==> config.mk <==
export PLATFORM = sky130hd
export DESIGN_NAME = serial_adder
export DESIGN_NICKNAME = d
export VERILOG_FILES = /design/src/rtl/serial_adder_pkg.sv /design/src/rtl/fa_cell.sv /design/src/rtl/serial_adder.sv
export SDC_FILE = /design/constraint.sdc
export NUM_CORES = 1
export LEC_CHECK = 0
export ABC_AREA = 1
export CAP_MARGIN = 20
export CORE_MARGIN = 2
export CORE_UTILIZATION = 47
export CTS_CLUSTER_DIAMETER = 200
export DETAILED_ROUTE_END_ITERATION = 8
export HOLD_SLACK_MARGIN = 0.06
export PLACE_DENSITY_LB_ADDON = 0.2
export SYNTH_ARGS = -nofsm -noshare
export SYNTH_HDL_FRONTEND = slang
export SYNTH_SLANG_ARGS = --single-unit
==> constraint.sdc <==
create_clock -name clk -period 1.2 [get_ports clk]
set_input_delay 0.12 -clock clk [delete_from_list [all_inputs] [get_ports clk]]
set_output_delay 0.12 -clock clk [all_outputs]
set_load 0.005 [all_outputs]
==> src/rtl/serial_adder_pkg.sv <==
// rtl/serial_adder_pkg.sv - shared types and constants for the bit-serial adder
// Holds the controller state enum (IDLE, RUN, DONE) and the default operand width.
package serial_adder_pkg;

    localparam int DEFAULT_WIDTH = 8;

    typedef enum logic [1:0] {
        IDLE = 2'd0,
        RUN  = 2'd1,
        DONE = 2'd2
    } state_t;

endpackage

==> src/rtl/fa_cell.sv <==
// rtl/fa_cell.sv - single-bit full adder cell
// Ports:
//   a, b, c_in  : operand bits and carry-in
//   sum, c_out  : sum bit and carry-out
module fa_cell (
    output logic c_out,
    output logic sum,
    input  logic a,
    input  logic b,
    input  logic c_in
);

    assign sum   = a ^ b ^ c_in;
    assign c_out = (a & b) | (c_in & (a ^ b));

endmodule

==> src/rtl/serial_adder.sv <==
// rtl/serial_adder.sv - bit-serial add/subtract unit, LSB first, one full adder
// Optional feature macro: SERIAL_ADDER_OVF_EN (signed overflow flag; tied to 0 when undefined).
// Ports:
//   clk, rst_n      : clock, synchronous active-low reset
//   start           : request a new operation (accepted in IDLE or DONE)
//   a, b            : WIDTH-bit operands
//   c_in            : carry-in, add mode only
//   sub             : 0 = a+b+c_in, 1 = a-b
//   busy            : high while the operation is being computed
//   done            : one-cycle pulse, result valid
//   sum, c_out      : result and carry out of the MSB (sub: 1 = no borrow)
//   overflow        : signed overflow of the last completed result
module serial_adder
    import serial_adder_pkg::*;
#(
    parameter int WIDTH = DEFAULT_WIDTH
) (
    input  logic             clk,
    input  logic             rst_n,
    input  logic             start,
    input  logic [WIDTH-1:0] a,
    input  logic [WIDTH-1:0] b,
    input  logic             c_in,
    input  logic             sub,
    output logic             busy,
    output logic             done,
    output logic [WIDTH-1:0] sum,
    output logic             c_out,
    output logic             overflow
);

    localparam int CNT_W = $clog2(WIDTH + 1);

    state_t             state_q, state_d;
    logic [CNT_W-1:0]   cnt_q;
    logic [WIDTH-1:0]   a_q, b_q;
    logic [WIDTH-1:0]   acc_q;
    logic [WIDTH-1:0]   sum_q;
    logic               carry_q;
    logic               c_out_q;
    logic               fa_sum, fa_cout;
    logic               load;
    logic               last_bit;

    assign last_bit = (state_q == RUN) && (cnt_q == CNT_W'(WIDTH - 1));

    always_comb begin
        state_d = state_q;
        load    = 1'b0;
        busy    = 1'b0;
        done    = 1'b0;
        case (state_q)
            IDLE: begin
                if (start) begin
                    load    = 1'b1;
                    state_d = RUN;
                end
            end
            RUN: begin
                busy = 1'b1;
                if (last_bit) begin
                    state_d = DONE;
                end
            end
            DONE: begin
                // done still pulses when a back-to-back start is taken here
                done = 1'b1;
                if (start) begin
                    load    = 1'b1;
                    state_d = RUN;
                end else begin
                    state_d = IDLE;
                end
            end
            default: state_d = IDLE;
        endcase
    end

    always_ff @(posedge clk) begin
        if (!rst_n) begin
            state_q <= IDLE;
        end else begin
            state_q <= state_d;
        end
    end

    fa_cell u_fa (
        .c_out (fa_cout),
        .sum   (fa_sum),
        .a     (a_q[0]),
        .b     (b_q[0]),
        .c_in  (carry_q)
    );

    always_ff @(posedge clk) begin
        if (!rst_n) begin
            a_q     <= '0;
            b_q     <= '0;
            carry_q <= 1'b0;
            cnt_q   <= '0;
            acc_q   <= '0;
            sum_q   <= '0;
            c_out_q <= 1'b0;
        end else if (load) begin
            // Subtraction is a + ~b + 1, so the mode is folded into b_q and the seed carry.
            a_q     <= a;
            b_q     <= sub ? ~b : b;
            carry_q <= sub ? 1'b1 : c_in;
            cnt_q   <= '0;
            acc_q   <= '0;
        end else if (state_q == RUN) begin
            a_q     <= a_q >> 1;
            b_q     <= b_q >> 1;
            carry_q <= fa_cout;
            acc_q   <= {fa_sum, acc_q[WIDTH-1:1]};
            cnt_q   <= cnt_q + CNT_W'(1);
            // Visible result only moves on the final bit, so sum/c_out stay stable while running.
            if (last_bit) begin
                sum_q   <= {fa_sum, acc_q[WIDTH-1:1]};
                c_out_q <= fa_cout;
            end
        end
    end

    assign sum   = sum_q;
    assign c_out = c_out_q;

`ifdef SERIAL_ADDER_OVF_EN
    logic ovf_q;

    // On the final bit carry_q is the carry into the MSB.
    always_ff @(posedge clk) begin
        if (!rst_n) begin
            ovf_q <= 1'b0;
        end else if (last_bit) begin
            ovf_q <= carry_q ^ fa_cout;
        end
    end

    assign overflow = ovf_q;
`else
    assign overflow = 1'b0;
`endif

endmodule

==> results.json, run 1 <==
{
  "outcome": "finished, final reports clean",
  "syn_avg_cell_area_um2": 7.33,
  "path_cells": "ha_4 -> nand3_4 -> nor2_4 -> nand3_1 -> nand2_1",
  "drt-pass1-iter-count": 5,
  "drt_iter0_markers": 112,
  "syn_area_um2": 1860,
  "power.density_nw_per_um2": 1260,
  "fin_skew_ns": 0.00417,
  "viasPerCell": 4.82,
  "drc": 0,
  "rows": 22,
  "hold_path_class": "input port to register",
  "grt_pass1_vias": 1661,
  "synth_fp_nets": 277,
  "reg2reg_to": "c_out$_SDFFE_PN0P_",
  "initial_core_util": 0.498,
  "reg2reg_slack_ns": 0.04,
  "antenna_cells": 0,
  "finalSetupViolCount": 0,
  "p_leak_nw": 1.16,
  "cp_slowest_stage_delay_ns": 0.35,
  "grt_use_total": 0.212,
  "critPathCapture": "c_out$_SDFFE_PN0P_",
  "fmax_mhz": 861,
  "final_common_cell": "nand2_1",
  "layout_common_cells": "nand2_1, dfxtp_1, inv_1",
  "critPathSlowestCell": "dfxtp_2",
  "worst_setup_path_startpoint": "cnt_q[1]$_SDFFE_PP0N_",
  "p_int_mw": 2.43,
  "final_nets": 331,
  "drive_gt1_frac": 0.256,
  "antenna_left": 0,
  "sw_frac_of_total": 0.244,
  "dieArea_um2": 4480,
  "fp.dieH_um": 67.0,
  "instances_no_fill": 357,
  "io_pins": 33,
  "grt_pass1_wl_um": 7110,
  "cts_made_buffers": 5,
  "rsz0062_at_grt": "true",
  "grt_max_degree": 21,
  "hpwlAfterDp_um": 2690,
  "max_cap_viol_count": 0,
  "total_power_mw": 3.21,
  "cp.buffers_inverters": 0,
  "htree_levels": 2,
  "vias": 1719,
  "clk_latency_ns": 0.29,
  "yosys_warnings": 0,
  "comb_power_share": 0.159,
  "synth_cell_types": 28,
  "peakVddDrop_uv": 796,
  "seq_power_share": 0.436,
  "clock-sinks": 39,
  "power.share.clock": 0.405,
  "antenna_found_initial": 0,
  "fp.dieW_um": 67.0,
  "critPathTopFamily": "simple AND/OR/NAND/NOR gates",
  "worstSetupPathType": "register to register",
  "totalWireLength_um": 4000,
  "min_period_over_period": 0.967,
  "portBuffers": 31,
  "wl_per_cell_um": 11.2,
  "path_depth": 5,
  "worstPathMaxFanout": 8,
  "coreArea_um2": 3740,
  "dpl.cell_count": 344,
  "cp.required_ns": 1.44,
  "worstRegToRegCells": 5,
  "critPathCaptureType": "register",
  "critPathLaunchType": "register",
  "finalCriticalPeriod_ns": 1.16,
  "overflow": 0,
  "cts_root_buffer": "clkbuf_8",
  "synth-seq-area-share": 0.419,
  "drv_slew": 0,
  "arrival_ns": 1.40,
  "syn2layout_area_growth_pct": 37.3,
  "gp_congestion": 0.766,
  "fin_hold_ws_ns": 0.434,
  "clkSlewWorstSetupHoldPaths_ns": 0.08,
  "postCtsHoldBufs": 0,
  "hold_violations": 0,
  "reg2reg_from": "cnt_q[1]$_SDFFE_PP0N_",
  "cts_tree": "yes",
  "ys_seq_elements": 39,
  "synthCells": 254,
  "p_sw_uw": 784,
  "ctsLongestPathBuffers": 2
}
-- metal layers --
| layer | wire (µm) | global-route usage | vias to the layer above |
|---|---|---|---|
| met5 | 0 | 0 | - |
| met4 | 82 | 0.0969 | 0 |
| met2 | 2040 | 0.369 | 31 |
| li1 | - | - | 910 |
| met1 | 1750 | 0.242 | 771 |
| met3 | 134 | 0.0541 | 7 |
-- flip-flops by register name, indices dropped and copies added, names as in the netlist --
| signal | cells |
|---|---|
| b_q | 8 |
| c_out | 1 |
| sum | 8 |
| state_q | 2 |
| a_q | 8 |
| carry_q | 1 |
| acc_q | 7 |
| cnt_q | 4 |
-- worst min-delay path, delay by kind of cell --
family        cells  cell delay [ns]
buf+inv           1             0.41
simple gates      2             0.16
-- power groups by stage --
stage	clock network, mW	logic [mW]	registers, mW
2_1_floorplan	0	0.311	1.42
3_3_place_gp	0	0.463	1.43
3_5_place_dp	0	0.468	1.43
4_1_cts	1.32	0.477	1.40
5_1_grt	1.38	0.576	1.41
6_report	1.30	0.510	1.40
-- Yosys cell counts --
cell	n	area [µm²]
o21ai_1	10	50.1
nor2_2	4	25.0
o21ai_2	6	52.6
nand2_1	65	244
nor2_4	1	11.3
fa_1	1	20.0
buf_4	3	22.5
nand3_2	1	10.0
clkbuf_1	1	3.75
nor2_1	27	101
a21oi_2	1	8.76
nand2_4	3	33.8
inv_2	2	7.51
buf_8	1	15.0
inv_1	28	105
or2_2	1	6.26
xor2_1	1	8.76
nor2_8	1	20.0
buf_2	3	15.0
a21oi_1	12	60.1
o21ai_0	8	40.0
nor3_2	3	30.0
dfxtp_1	39	781
conb_1	1	3.75
buf_6	4	45.0
nor3_1	2	10.0
nand3_1	24	120
ha_1	1	12.5
-- final cells by class --
type	instances	area (µm²)
fill	332	1180
multi-input combinational	175	946
sequential	39	797
timing repair buffer	57	508
inverter	30	115
clock buffer	6	72.6
clock inverter	2	60.1
tap	48	60.1
-- worst min path at each step --
stage	startpoint	end	cells after the start	slack, ns
after floorplan	a[7]	a_q[7]$_SDFFE_PN0P_	2	0.25
after global placement	sum[3]$_SDFFE_PN0P_	sum[3]$_SDFFE_PN0P_	2	0.44
final	a[7]	a_q[7]$_SDFFE_PN0P_	3	0.43
after detailed placement	sum[1]$_SDFFE_PN0P_	sum[1]$_SDFFE_PN0P_	2	0.44
after CTS	a[7]	a_q[7]$_SDFFE_PN0P_	3	0.44
after global routing	a[7]	a_q[7]$_SDFFE_PN0P_	3	0.44
-- logic make-up after synthesis --
| logic type | after synthesis | synth area share |
|---|---|---|
| simple gates | 132 | 0.328 |
| buf+inv | 42 | 0.115 |
| flops | 39 | 0.419 |
| compound gates | 37 | 0.114 |
| fa+ha+maj | 2 | 0.0175 |
| xor+xnor | 1 | 0.00470 |
| other cells | 1 | 0.00201 |
-- metrics by stage --
step | setup slack (ns) | setup TNS (ns) | area, µm² | utilization
finish | 0.0391 | 0 | 2560 | 0.683
global route | -0.0502 | -0.183 | 2560 | 0.683
CTS | -0.0296 | -0.0337 | 2480 | 0.663
detailed placement | -0.148 | -2.60 | 2310 | 0.617
global placement | -0.126 | -2.16 | 2310 | 0.617
floorplan | 0.0568 | 0 | 1870 | -
-- timing repair --
action | 4_1_cts | 5_1_grt
setup endpoints to repair | 22 | 29
gates resized for setup | 23 | 18
cloned | 2 | 0
pin swaps | 2 | 5
endpoints found under the hold margin | 0 | 0
buffers inserted | 1 | 2
No activity file was read; power rests on OpenSTA's default activity.
==> inputs of run 2 (changes only) <==
--- a/config.mk
+++ b/config.mk
@@ -6,12 +6,12 @@
 export NUM_CORES = 1
 export LEC_CHECK = 0
 export ABC_AREA = 1
-export CAP_MARGIN = 20
+export CAP_MARGIN = 10
 export CORE_MARGIN = 2
 export CORE_UTILIZATION = 47
 export CTS_CLUSTER_DIAMETER = 200
 export DETAILED_ROUTE_END_ITERATION = 8
-export HOLD_SLACK_MARGIN = 0.06
+export HOLD_SLACK_MARGIN = 0.1
 export PLACE_DENSITY_LB_ADDON = 0.2
 export SYNTH_ARGS = -nofsm -noshare
 export SYNTH_HDL_FRONTEND = slang
==> results of run 2 <==
No change in the layout: final DEF, timing and power equal those of run 1.
==> inputs of run 3 (changes only) <==
--- a/config.mk
+++ b/config.mk
@@ -6,7 +6,7 @@
 export NUM_CORES = 1
 export LEC_CHECK = 0
 export ABC_AREA = 1
-export CAP_MARGIN = 10
+export CAP_MARGIN = 0
 export CORE_MARGIN = 2
 export CORE_UTILIZATION = 47
 export CTS_CLUSTER_DIAMETER = 200
==> results of run 3 <==
No change in the layout: final DEF, timing and power equal those of run 1.
